File: config.mk
export PLATFORM = sky130hd
export DESIGN_NAME = cir_os_dec
export DESIGN_NICKNAME = d
export VERILOG_FILES = /design/src/rtl/cir_os_pkg.sv /design/src/rtl/cir_os_step_chk.sv /design/src/rtl/cir_os_dec.sv
export SDC_FILE = /design/constraint.sdc
export NUM_CORES = 1
export LEC_CHECK = 0
export ABC_AREA = 0
export CORE_AREA = 2 2 39 41
export DETAILED_ROUTE_END_ITERATION = 10
export DIE_AREA = 0 0 41 43
export GPL_TIMING_DRIVEN = 1
export PLACE_DENSITY = 0.78
export SYNTH_ARGS = -nofsm -noshare
export SYNTH_HDL_FRONTEND = slang
export SYNTH_SLANG_ARGS = --single-unit
export TNS_END_PERCENT = 50
File: constraint.sdc
create_clock -name clk -period 3.15 [get_ports clk]
set_input_delay 0.63 -clock clk [delete_from_list [all_inputs] [get_ports clk]]
set_output_delay 0.63 -clock clk [all_outputs]
set_load 0.05 [all_outputs]
File: src/rtl/cir_os_pkg.sv
// Shared constants and types for the oscillator-code receive decoder.
// Used by cir_os_step_chk and cir_os_dec.
package cir_os_pkg;

  localparam logic [1:0] ST_A = 2'b00;
  localparam logic [1:0] ST_B = 2'b01;
  localparam logic [1:0] ST_C = 2'b10;
  localparam logic [1:0] ST_D = 2'b11;

  localparam logic [1:0] DIFF_A0 = 2'b01;
  localparam logic [1:0] DIFF_A1 = 2'b10;

  typedef enum logic [1:0] {
    HUNT  = 2'b00,
    CHECK = 2'b01,
    LOCK  = 2'b10
  } dec_state_e;

  function automatic logic [1:0] step_diff(input logic [1:0] prev, input logic [1:0] code);
    return prev ^ code;
  endfunction

endpackage

File: src/rtl/cir_os_step_chk.sv
// Combinational step classifier: a single-bit flip between consecutive codes is legal
// and its position carries control bit A.
module cir_os_step_chk
  import cir_os_pkg::*;
(
  input  logic [1:0] prev,
  input  logic [1:0] code,
  output logic       legal,
  output logic       a_bit
);

  logic [1:0] diff_s;

  assign diff_s = step_diff(prev, code);

  // Unchanged codes and double flips both carry no information.
  always_comb begin
    legal = 1'b0;
    a_bit = 1'b0;
    case (diff_s)
      DIFF_A0: begin
        legal = 1'b1;
        a_bit = 1'b0;
      end
      DIFF_A1: begin
        legal = 1'b1;
        a_bit = 1'b1;
      end
      default: begin
        legal = 1'b0;
        a_bit = 1'b0;
      end
    endcase
  end

endmodule

File: src/rtl/cir_os_dec.sv
// Oscillator-code receive decoder: lock FSM, recovered bit A, error pulse and counter.
// Define CIR_OS_DEC_ERRCNT_EN to build the saturating err_cnt; otherwise err_cnt is tied to 0.
module cir_os_dec
  import cir_os_pkg::*;
#(
  parameter int LOCK_N = 4,
  parameter int LOSS_N = 2,
  parameter int CNT_W  = 8
) (
  input  logic             clk,
  input  logic             rst,
  input  logic             code_vld,
  input  logic [1:0]       code,
  output logic             x_out,
  output logic             x_vld,
  output logic             locked,
  output logic             err,
  output logic [CNT_W-1:0] err_cnt
);

  localparam int STEP_W = (LOCK_N < 2) ? 1 : $clog2(LOCK_N);
  localparam int MISS_W = (LOSS_N < 2) ? 1 : $clog2(LOSS_N);

  dec_state_e        state_q, state_d;
  logic [1:0]        prev_q, prev_d;
  logic [STEP_W-1:0] step_q, step_d;
  logic [MISS_W-1:0] miss_q, miss_d;
  logic              x_out_q, x_out_d;
  logic              x_vld_q, x_vld_d;
  logic              locked_q, locked_d;
  logic              err_q, err_d;
  logic              legal_s, a_bit_s;

  cir_os_step_chk u_step_chk (
    .prev  (prev_q),
    .code  (code),
    .legal (legal_s),
    .a_bit (a_bit_s)
  );

`ifdef CIR_OS_DEC_ERRCNT_EN
  logic [CNT_W-1:0] err_cnt_q, err_cnt_d;
`endif

  // Counters hold the last terminal value minus one, so the match fires on the N-th event.
  always_comb begin
    state_d  = state_q;
    prev_d   = prev_q;
    step_d   = step_q;
    miss_d   = miss_q;
    x_out_d  = x_out_q;
    x_vld_d  = 1'b0;
    locked_d = locked_q;
    err_d    = 1'b0;
`ifdef CIR_OS_DEC_ERRCNT_EN
    err_cnt_d = err_cnt_q;
`endif
    if (code_vld) begin
      prev_d = code;
      case (state_q)
        HUNT: begin
          state_d = CHECK;
          step_d  = {STEP_W{1'b0}};
        end
        CHECK: begin
          if (!legal_s) begin
            step_d = {STEP_W{1'b0}};
          end else if (step_q == STEP_W'(LOCK_N - 1)) begin
            state_d  = LOCK;
            locked_d = 1'b1;
            step_d   = {STEP_W{1'b0}};
            miss_d   = {MISS_W{1'b0}};
          end else begin
            step_d = step_q + STEP_W'(1);
          end
        end
        LOCK: begin
          if (legal_s) begin
            x_out_d = a_bit_s;
            x_vld_d = 1'b1;
            miss_d  = {MISS_W{1'b0}};
          end else begin
            err_d = 1'b1;
`ifdef CIR_OS_DEC_ERRCNT_EN
            if (err_cnt_q != {CNT_W{1'b1}}) begin
              err_cnt_d = err_cnt_q + CNT_W'(1);
            end else begin
              err_cnt_d = err_cnt_q;
            end
`endif
            if (miss_q == MISS_W'(LOSS_N - 1)) begin
              state_d  = CHECK;
              locked_d = 1'b0;
              miss_d   = {MISS_W{1'b0}};
              step_d   = {STEP_W{1'b0}};
            end else begin
              miss_d = miss_q + MISS_W'(1);
            end
          end
        end
        default: begin
          state_d  = HUNT;
          locked_d = 1'b0;
          step_d   = {STEP_W{1'b0}};
          miss_d   = {MISS_W{1'b0}};
        end
      endcase
    end else begin
      state_d = state_q;
    end
  end

  // State and output registers.
  always_ff @(posedge clk or posedge rst) begin
    if (rst) begin
      state_q  <= HUNT;
      prev_q   <= ST_A;
      step_q   <= {STEP_W{1'b0}};
      miss_q   <= {MISS_W{1'b0}};
      x_out_q  <= 1'b0;
      x_vld_q  <= 1'b0;
      locked_q <= 1'b0;
      err_q    <= 1'b0;
    end else begin
      state_q  <= state_d;
      prev_q   <= prev_d;
      step_q   <= step_d;
      miss_q   <= miss_d;
      x_out_q  <= x_out_d;
      x_vld_q  <= x_vld_d;
      locked_q <= locked_d;
      err_q    <= err_d;
    end
  end

`ifdef CIR_OS_DEC_ERRCNT_EN
  // Error counter; only reset clears it, and it sticks at all-ones.
  always_ff @(posedge clk or posedge rst) begin
    if (rst) begin
      err_cnt_q <= {CNT_W{1'b0}};
    end else begin
      err_cnt_q <= err_cnt_d;
    end
  end

  assign err_cnt = err_cnt_q;
`else
  assign err_cnt = {CNT_W{1'b0}};
`endif

  assign x_out  = x_out_q;
  assign x_vld  = x_vld_q;
  assign locked = locked_q;
  assign err    = err_q;

endmodule

# ---- Word level (Yosys, flattened, before mapping)
# Cells that the tools add are included.
dict set report word_totals {
  register_bits 11
  wordCells 56
  output_inout_bits 12
  inputBits 5
}
dict set report classes {
  bitwise_logic 2
  n_eq_ne 9
  reduce_logical 7
  n_mux 28
  n_addsub 2
}
# operator count
set op_table {}
lappend op_table {{2-to-1 mux 1 bit} 16}
lappend op_table {{2-to-1 mux 2 bit} 8}
lappend op_table {{inequality test 2 bit (second input constant)} 4}
lappend op_table {{== test 2 bit (second input constant)} 3}
lappend op_table {{one-hot mux 1 bit (3 select lines)} 2}
lappend op_table {{one-hot mux 2 bit (3 select lines)} 1}
lappend op_table {{AND reduction 3 bit} 2}
lappend op_table {{AND reduction 6 bit} 1}
lappend op_table {{AND reduction 5 bit} 1}
lappend op_table {{== test 2 x 1 -> 1 bit (second input constant)} 2}
lappend op_table {{one-hot mux 2 bit (2 select lines)} 1}
lappend op_table {{AND reduction 4 bit} 1}
lappend op_table {{adder 2 x 1 -> 2 bit (second input constant)} 1}
lappend op_table {{logical NOT 2 bit} 1}
lappend op_table {{OR reduction 2 bit} 1}
lappend op_table {{bitwise XOR 2 bit} 1}
lappend op_table {{adder 1 bit (second input constant)} 1}
lappend op_table {{inverter 1 bit} 1}

# ---- Longest topological paths before layout
# Gate-level depths: netlist (run 1).
dict set report logic_depth {
  ltp_word 7
  ltp_mapped 5
  mapped_depth_nobuf 5
}

# ---- By module
# From an unflattened synthesis (run 1), not the netlist that was laid out.
dict set report hier_totals {
  cells_unflattened 58
  area_unflattened_um2 661.9
}
# mod n_inst seq_area_each_um2 area_per_inst_um2 cells_each
set modules_own_cells {}
lappend modules_own_cells {cir_os_dec 1 275.3 628.1 54}
lappend modules_own_cells {cir_os_step_chk 1 0.0 33.8 4}

# ---- Worst setup path before layout (run 1)
# No wires, ideal clock.
dict set report synth_path {
  kind {input -> register}
  startpoint {input port code[1]}
  endpoint {register step_q[0]}
  setup_slack_ps 1244
  arrival_time_ps 1778
  path_stages 5
  required_time_ps 3022
  path_buffers 0
  setup_ps 128
  path_cell_list {xor2_1 > ha_1 > and2_1 > o21ai_1 > mux2_1}
}
dict set report synth_between {
  elab_chain_cells 6
  elab_cells_between_ends 9
  cone_classes {eq/ne: 3; mux: 3; bitwise: 1; reduce/logical: 2}
}
# item line
set synth_rtl {}
lappend synth_rtl {{start: declaration} cir_os_dec.sv:13} ;# input logic [1:0] code,
lappend synth_rtl {{bitwise XOR 2 bit (*)} cir_os_pkg.sv:20} ;# return prev ^ code;
lappend synth_rtl {{== test 2 x 1 -> 1 bit or == test 2 bit (tied branches)} cir_os_step_chk.sv:20} ;# case (diff_s)
lappend synth_rtl {{OR reduction 2 bit (no line) (*)} --}
lappend synth_rtl {{2-to-1 mux 1 bit (*)} cir_os_step_chk.sv:20}
lappend synth_rtl {{2-to-1 mux 2 bit or inequality test 2 bit (tied branches)} --}
lappend synth_rtl {{one-hot mux 2 bit (2 select lines) or AND reduction 3 bit (tied branches)} --}
lappend synth_rtl {{end signal: assignment} cir_os_dec.sv:118} ;# step_q <= {STEP_W{1'b0}};
lappend synth_rtl {{end signal: assignment} cir_os_dec.sv:127} ;# step_q <= step_d;
lappend synth_rtl {{end: declaration} cir_os_dec.sv:26} ;# logic [STEP_W-1:0] step_q, step_d;
# Mark *: on every way between the ends. The rest lies on a longest branch, timed or not.
# A chain may end at the register's enable or synchronous reset.

# ---- Worst setup path after layout (run 1)
dict set report layout_path {
  startpoint {input port code[0]}
  endpoint {register step_q[1]}
}
# The elaborated chain is that of the path after synthesis.

==> flow_summary.yaml, run 1 <==
worst_setup_path:
  critPathLaunchType: "input pin"
  rrSetupSlack_ns: 1.37
  r2r-start: "prev_q[0]"
  cp_num_buf_inv: 1
  critical-path-top-delay-family: "buffers and inverters"
  slowest_delay_ns: 0.44
  worstSetupStartpoint: "code[0]"
  r2r-end: "step_q[1]"
  ff2ff_path_depth: 5
  required_ns: 3.30
  slowest_stage: "clkdlybuf4s50_1"
  critical_path.endpoint_type: "flip-flop"
  path_class: "in2reg"
  cp.arrival_ns: 2.35
  path_max_fanout: 7
  path_cells: "clkdlybuf4s50_1 -> xnor2_1 -> ha_1 -> and2_1 -> o21ai_1 -> mux2_1"
clock_tree:
  cts-buffers-inserted: 3
  holdBufCountCts: 0
  postCtsResizedCells: 0
  clock-sinks: 11
  clockRootBuffer: "clkbuf_4"
  cts_max_level: 1
  clk_path_buf_depth: 2
  clkSlewWorstSetupHoldPaths_ns: 0.07
  post_cts_buffers: 0
  clock_latency_ns: 0.27
  cts_tree: "yes"
placement:
  io_buffers: 8
  place_congestion: 0.706
  hpwl_um: 686
  place_inst: 80
  dp_slack_ns: 0.679
power:
  switching_power_w: 0.000193
  share_comb_of_total_power: 0.399
  intPower_w: 0.000311
  leakage_nw: 0.336
  power_frac_seq: 0.410
  swShare: 0.383
  ir_drop_mv: 0.335
  p_per_area_nw_per_um2: 716
  p_total_w: 0.000503
  power_frac_clock: 0.190
cells_and_area:
  antenna_cells: 0
  finalNonFillerCells: 84
  syn_to_final_growth_pct: 13.3
  final_layout_size_suffix_gt1_frac: 0.132
  final_nets: 76
sta:
  hold_violations: 0
  min_period_ns: 2.20
  finalWorstSetupSlack_ns: 0.947
  drv_slew: 0
  timing.final.crit_share: 0.699
  rsz0062_at_grt: "no"
  worst_slew_pin_slew_ns: 0.495
  fmax_mhz: 454
  setup_viol: 0
  whs_ns: 0.515
  clock_skew_ns: 0.00119
  slew_headroom: 0.669
  fin_tns_setup_ns: 0
logic_synthesis:
  synthArstFlopShare: 1.00
  synthFlopType: "dfrtp_1"
  synth.distinct_cells: 25
  yosys.area.top_type_share: 0.444
  syn_inst: 59
  synth_area_sq_um: 621
  synth_top_cell_by_area: "dfrtp_1"
  yosys_warnings: 0
  synth.most_common_cell: "dfrtp_1"
  synthTopCellsByCount: "dfrtp_1 (11), buf_4 (8), mux2_2 (4)"
  yosys-top-cells-area: "dfrtp_1 (44%), buf_4 (9.7%), mux2_2 (7.3%)"
  synth-edff-count: 0
  synth_seq_cells: 11
  yosysSeqAreaShare: 0.444
  avgSynthCellArea_sq_um: 10.5
detailed_routing:
  post-route-drc-count: 0
  initialDrtViolationCount: 8
  vias: 413
  drt-vias-per-instance: 4.92
  firstDrtPassIters: 4
  routedWlPerCell_um: 10.8
  drt_wl_total_um: 911
  ant_nets: 0
grt:
  grt_remaining_overflow: 0
  grt_max_degree: 12
  grt_pass1_vias: 336
  grt_pass1_wl_um: 1420
  gr-usage-all-layers: 0.128
  antenna_found_initial: 0
floorplanning:
  initial_core_util: 0.448
  design.core.area_sq_um: 1380
  die_area_sq_um: 1760
  rows: 14
  io_pins: 17
  fp.dieH_um: 43
  die_w_um: 41
outcome:
  status: "complete, no violations"
worst_hold_path:
  worstHoldPathType: "reg2reg"
  holdPathStages: 1
  hp-start: "x_out"
  min_to: "x_out"
job:
  cap_violations: 0
power by group through the flow:
stage | logic [W] | registers (W) | clock network [W]
2_1_floorplan | 0.000136 | 0.000234 | 0
3_3_place_gp | 0.000195 | 0.000208 | 0
3_5_place_dp | 0.000202 | 0.000209 | 0
4_1_cts | 0.000203 | 0.000206 | 0.0000983
5_1_grt | 0.000219 | 0.000211 | 0.000106
6_report | 0.000201 | 0.000206 | 0.0000959
state kept, by name, indices dropped and copies added (netlist names):
name / count
x_out: 1
miss_q: 1
x_vld: 1
prev_q: 2
step_q: 2
locked: 1
err: 1
state_q: 2
through the flow:
stage	util	cell area, sq um
final	0.508	703
after global routing	0.508	703
after CTS	0.508	703
after detailed placement	0.489	677
after global placement	0.489	677
after floorplan	-	647
worst max path at each step:
stage | end | cells after the start
finish | step_q[1] | 6
global route | step_q[1] | 6
CTS | step_q[1] | 6
detailed placement | step_q[1] | 6
global placement | step_q[1] | 6
floorplan | step_q[0] | 5
worst register-to-register path, delay by kind of cell, from the launching register on:
| kind | cells | cell delay (ns) |
|---|---|---|
| AOI/OAI and AO/OA | 1 | 0.21 |
| xor gates and xnor gates | 1 | 0.13 |
| adders and majority gates | 1 | 0.38 |
| DFF | 1 | 0.39 |
| muxes | 1 | 0.36 |
| and+or+nand+nor | 1 | 0.20 |
placed cells by master, fill, tap and decap left out, drive strengths merged:
cell type | netlist | routed
inv | 3 | 3
a21o | 2 | 2
ha | 2 | 2
nand3b | 1 | 1
conb | 1 | 8
o21ai | 4 | 4
a21oi | 2 | 2
and2 | 1 | 1
xnor2 | 1 | 1
dfrtp | 11 | 11
nand4b | 1 | 1
xor2 | 1 | 1
a22o | 1 | 1
a22oi | 1 | 1
nor3 | 1 | 1
clkbuf | 0 | 4
mux2 | 6 | 6
nand2b | 2 | 2
mux2i | 1 | 1
nand2 | 3 | 3
clkdlybuf4s50 | 0 | 8
or3b | 1 | 1
nor2 | 3 | 3
area by class of cell:
type	count	area (sq um)
flip-flops and latches	11	275
inverters	3	11.3
repair buffers	8	80.1
multi-input cells	42	290
clock buffers	4	26.3
well taps	16	20.0
fillers	143	681
layer usage:
| layer | share of wire | track usage | routed length, um | vias up |
|---|---|---|---|---|
| li1 | - | - | - | 203 |
| met1 | 0.43 | 0.158 | 388 | 185 |
| met2 | 0.45 | 0.163 | 414 | 21 |
| met3 | 0.065 | 0.0157 | 59 | 4 |
| met4 | 0.053 | 0.160 | 48 | 0 |
| met5 | 0 | 0 | 0 | - |
kinds of logic after synthesis:
kind of cell | count (synthesis) | synth area share
fa+ha+maj | 2 | 0.0403
compound gates | 10 | 0.0988
buf+inv | 13 | 0.131
xor+xnor | 2 | 0.0282
simple gates | 13 | 0.127
other cells | 1 | 0.00604
flops | 11 | 0.444
mux | 7 | 0.125
Power figures use the tool's default switching activity.
==> run 2, diff against run 1 <==
--- a/config.mk
+++ b/config.mk
@@ -6,11 +6,10 @@
 export NUM_CORES = 1
 export LEC_CHECK = 0
 export ABC_AREA = 0
-export CORE_AREA = 2 2 39 41
+export CORE_UTILIZATION = 45
 export DETAILED_ROUTE_END_ITERATION = 10
-export DIE_AREA = 0 0 41 43
 export GPL_TIMING_DRIVEN = 1
-export PLACE_DENSITY = 0.78
+export PLACE_DENSITY = 0.75
 export SYNTH_ARGS = -nofsm -noshare
 export SYNTH_HDL_FRONTEND = slang
 export SYNTH_SLANG_ARGS = --single-unit
==> constraint.sdc (replaced) <==
create_clock -name clk -period 2.29 [get_ports clk]
set_input_delay 0.458 -clock clk [delete_from_list [all_inputs] [get_ports clk]]
set_output_delay 0.458 -clock clk [all_outputs]
set_load 0.05 [all_outputs]
==> run 2 against run 1 <==
  * Utilization up 5.0 points
  * Sequential power up 39%
  * Flip-flop and latch count unchanged
  * Non-clock buffer count up 2
  * First-iteration DRC count unchanged
  * Design area up 2.0%
  * Die area down 13%
  * Clock-buffer cell count unchanged
  * Total power up 41%
  * Final cell count up 1.2%
  * Combinational power up 43%
  * Worst setup slack worse by 0.60 ns
  * Critical path type unchanged
  * Largest cell class unchanged
==> flow_summary.yaml, run 2 (synthesis results as in run 1) <==
outcome:
  status: "complete, no violations"
worst_setup_path:
  critPathLaunchType: "input pin"
  cp_num_buf_inv: 1
  path_cells: "clkdlybuf4s50_1 -> xor2_1 -> ha_1 -> and2_1 -> o21ai_1 -> mux2_1"
  path_max_fanout: 4
  critical-path-top-delay-family: "buffers and inverters"
  slowest_stage: "clkdlybuf4s50_1"
  r2r-end: "step_q[0]"
  rrSetupSlack_ns: 0.59
  ff2ff_path_depth: 5
  critical_path.endpoint_type: "flip-flop"
  cp.arrival_ns: 2.10
  slowest_delay_ns: 0.43
  r2r-start: "prev_q[0]"
  path_class: "in2reg"
  required_ns: 2.45
sta:
  finalWorstSetupSlack_ns: 0.349
  rsz0062_at_grt: "no"
  worst_slew_pin_slew_ns: 0.495
  drv_slew: 0
  hold_violations: 0
  setup_viol: 0
  clock_skew_ns: 0.00136
  fmax_mhz: 515
  fin_tns_setup_ns: 0
  slew_headroom: 0.669
  timing.final.crit_share: 0.847
  min_period_ns: 1.94
floorplanning:
  io_pins: 17
  initial_core_util: 0.483
  die_w_um: 39.1
  fp.dieH_um: 39.1
  rows: 13
  design.core.area_sq_um: 1280
  die_area_sq_um: 1530
clock_tree:
  holdBufCountCts: 0
  clock_latency_ns: 0.27
  cts_max_level: 1
  post_cts_buffers: 0
  clk_path_buf_depth: 2
  cts-buffers-inserted: 3
  clkSlewWorstSetupHoldPaths_ns: 0.07
  clockRootBuffer: "clkbuf_4"
  clock-sinks: 11
  cts_tree: "yes"
  postCtsResizedCells: 0
cells_and_area:
  antenna_cells: 0
  syn_to_final_growth_pct: 15.5
  fill_cells: 113
  final_layout_size_suffix_gt1_frac: 0.157
  final_nets: 78
  layout_commonest_cell: "dfrtp_1"
  final_cell_mix: "dfrtp_1 (11), conb_1 (8), clkdlybuf4s50_1 (8)"
  top_regs: "prev_q (2), state_q (2), step_q (2)"
power:
  p_per_area_nw_per_um2: 990
  leakage_nw: 0.346
  p_total_w: 0.000710
  ir_drop_mv: 0.440
worst_hold_path:
  worstHoldPathType: "in2async"
placement:
  dp_slack_ns: 0.0728
  place_congestion: 0.766
  io_buffers: 8
  hpwl_um: 696
detailed_routing:
  vias: 433
  routedWlPerCell_um: 11.4
  drt_wl_total_um: 973
  drt-vias-per-instance: 5.09
  post-route-drc-count: 0
  ant_nets: 0
  firstDrtPassIters: 4
  initialDrtViolationCount: 8
grt:
  gr-usage-all-layers: 0.160
  antenna_found_initial: 0
  grt_max_degree: 12
  grt_pass1_vias: 362
  grt_pass1_wl_um: 1570
  grt_remaining_overflow: 0
job:
  cap_violations: 0
## run 2: cell types whose count changed in the layout (fill, tap and decap cells not counted)
cell / before / now
buf_4: 0 / 2
## run 2: how the worst max path moves through the flow
stage / start / endpoint / slack [ns] / depth (start not counted)
finish: code[1] / step_q[0] / 0.35 / 6
global route: code[1] / step_q[0] / 0.26 / 6
CTS: code[1] / step_q[0] / 0.35 / 6
detailed placement: code[1] / step_q[0] / 0.07 / 6
global placement: code[1] / step_q[1] / 0.09 / 6
floorplan: code[1] / step_q[0] / 0.56 / 5
## run 2: stage by stage
stage               hold WS (ns)  utilization  area, sq um  cells
floorplan                  0.310            -          647     66
global placement           0.488        0.537          691     81
detailed placement         0.501        0.537          691     81
CTS                        0.498        0.558          717     85
global route               0.509        0.558          717     85
finish                     0.476        0.558          717     85
## run 2: per-layer routing
metal	wire length [um]	global-route usage	vias up
met5	0	0	-
met4	25	0.129	0
met3	49	0.0520	4
met2	463	0.221	17
met1	433	0.200	203
li1	-	-	209
## run 2: layout make-up
type	count	area, sq um	area share
multi-input combinational	42	290	0.405
inverter	3	11.3	0.0157
tap	15	18.8	0.0262
sequential	11	275	0.384
clock buffer	4	26.3	0.0366
timing repair buffer	10	95.1	0.133
## run 2: power by group
part | total (W) | internal [W] | switching, W | leakage (nW)
logic | 0.000287 | 0.000126 | 0.000161 | 0.195
clock network | 0.000136 | 0.0000675 | 0.0000688 | 0.0150
registers | 0.000287 | 0.000240 | 0.0000462 | 0.136
total | 0.000710 | 0.000434 | 0.000276 | 0.346
==> run 3, diff against run 2 <==
==> constraint.sdc (replaced) <==
create_clock -name clk -period 1.92 [get_ports clk]
set_input_delay 0.384 -clock clk [delete_from_list [all_inputs] [get_ports clk]]
set_output_delay 0.384 -clock clk [all_outputs]
set_load 0.05 [all_outputs]
==> run 3 against run 2 <==
  * Via count down 3.5%
  * Die area unchanged
  * Critical path type unchanged
  * Utilization up 0.88 points
  * Global-route usage down 0.72 points
  * Largest cell class unchanged
  * Routed wire length down 2.4%
  * Design area up 1.6%
  * Critical path depth unchanged
  * Total power up 19%
  * Final cell count up 1.2%
  * Hold slack worse by 0.083 ns
==> flow_summary.yaml, run 3 (synthesis results as in run 1) <==
detailed_routing:
  post-route-drc-count: 0
  ant_nets: 0
  initialDrtViolationCount: 7
  firstDrtPassIters: 4
  vias: 418
  drt-vias-per-instance: 4.86
  drt_wl_total_um: 950
  routedWlPerCell_um: 11.0
outcome:
  status: "complete, no violations"
clock_tree:
  cts_tree: "yes"
  cts-buffers-inserted: 3
  cts_max_level: 1
  clock-sinks: 11
  clockRootBuffer: "clkbuf_4"
  clk_path_buf_depth: 2
  clock_latency_ns: 0.27
  clkSlewWorstSetupHoldPaths_ns: 0.07
cells_and_area:
  layout_commonest_cell: "dfrtp_1"
  final_cell_mix: "dfrtp_1 (11), conb_1 (8), clkdlybuf4s50_1 (8)"
  final_layout_size_suffix_gt1_frac: 0.183
  final_core_util: 0.567
  finalNonFillerCells: 86
  syn_to_final_growth_pct: 17.3
  final_nets: 79
  antenna_cells: 0
  regArea_sq_um: 275
  fill_cells: 120
  top_regs: "prev_q (2), state_q (2), step_q (2)"
  multi_input_area_sq_um: 294
floorplanning:
  initial_core_util: 0.483
  design.core.area_sq_um: 1280
  io_pins: 17
  fp.dieH_um: 39.1
  die_w_um: 39.1
  die_area_sq_um: 1530
  rows: 13
grt:
  grt.busiest_layer: "met2"
  use_met1: 0.168
  grt_pass1_vias: 354
  antenna_found_initial: 0
  grtUsageMet3: 0.0347
  grt_remaining_overflow: 0
  gr-usage-all-layers: 0.153
  grtUsageMet2: 0.246
  grt_pass1_wl_um: 1490
  grt_max_degree: 12
sta:
  rsz0062_at_grt: "no"
  finalWorstSetupSlack_ns: 0.0785
  drv_slew: 0
  clock_skew_ns: 0.00304
  setup_viol: 0
  min_period_ns: 1.84
  fmax_mhz: 543
  timing.final.crit_share: 0.959
  hold_violations: 0
  whs_ns: 0.393
power:
  ir_drop_mv: 0.593
  swShare: 0.380
  p_total_w: 0.000847
  share_comb_of_total_power: 0.410
  intPower_w: 0.000525
  power_frac_seq: 0.402
  p_per_area_nw_per_um2: 1160
  leakage_nw: 0.352
  power_frac_clock: 0.188
  switching_power_w: 0.000322
worst_setup_path:
  path_class: "in2reg"
  required_ns: 2.07
  critical_path.endpoint_type: "flip-flop"
  critPathLaunchType: "input pin"
  path_max_fanout: 4
  cp.arrival_ns: 1.99
job:
  cap_violations: 0
worst_hold_path:
  worstHoldPathType: "in2async"
placement:
  hpwl_um: 725
  place_inst: 82
  place_congestion: 0.768
  dp_slack_ns: -0.238
  io_buffers: 8
==> run 3: stage by stage <==
stage          instance area, sq um  TNS, ns
2_1_floorplan                   647        0
3_3_place_gp                    698   -0.717
3_5_place_dp                    698   -0.805
4_1_cts                         724        0
5_1_grt                         728        0
6_report                        728        0
==> run 3: power groups by stage <==
stage | Clock, W | Sequential [W] | Combinational, W
after floorplan | 0 | 0.000385 | 0.000223
after global placement | 0 | 0.000340 | 0.000339
after detailed placement | 0 | 0.000345 | 0.000348
after CTS | 0.000164 | 0.000340 | 0.000349
after global routing | 0.000176 | 0.000350 | 0.000382
final | 0.000159 | 0.000340 | 0.000348
==> run 3: final timing paths <==
| kind | startpoint | end | slack [ns] | depth (start not counted) |
|---|---|---|---|---|
| min reg2reg | x_out | x_out | 0.52 | 1 |
| max in group asynchronous | rst | state_q[1] | 1.24 | 2 |
| min | rst | err | 0.39 | 2 |
| min in group clk | x_out | x_out | 0.52 | 1 |
| max | code[0] | step_q[0] | 0.08 | 6 |
| max reg2reg | prev_q[0] | step_q[0] | 0.25 | 5 |
==> run 3: layout make-up <==
class,count,area share
Clock buffer,4,0.0361
Inverter,3,0.0155
Multi-Input combinational cell,42,0.404
Sequential cell,11,0.378
Tap cell,15,0.0258
Timing Repair Buffer,11,0.141
==> run 3: critical path, stage by stage <==
cell and delay, ns:
clkdlybuf4s50_1 0.44, xnor2_1 0.15, ha_1 0.34, and2_1 0.19, o21ai_2 0.17, mux2_1 0.33
==> run 3: metal layers <==
layer	wire, um	vias to the layer above
li1	-	207
met1	395	196
met2	501	13
met3	39	2
met4	14	0
met5	0	-
==> run 3: timing repair <==
action,in CTS,in global routing
setup endpoints to repair,0,2
hold endpoints to repair,0,0
resized for setup,0,1
hold buffers,0,0
buffers inserted,0,0
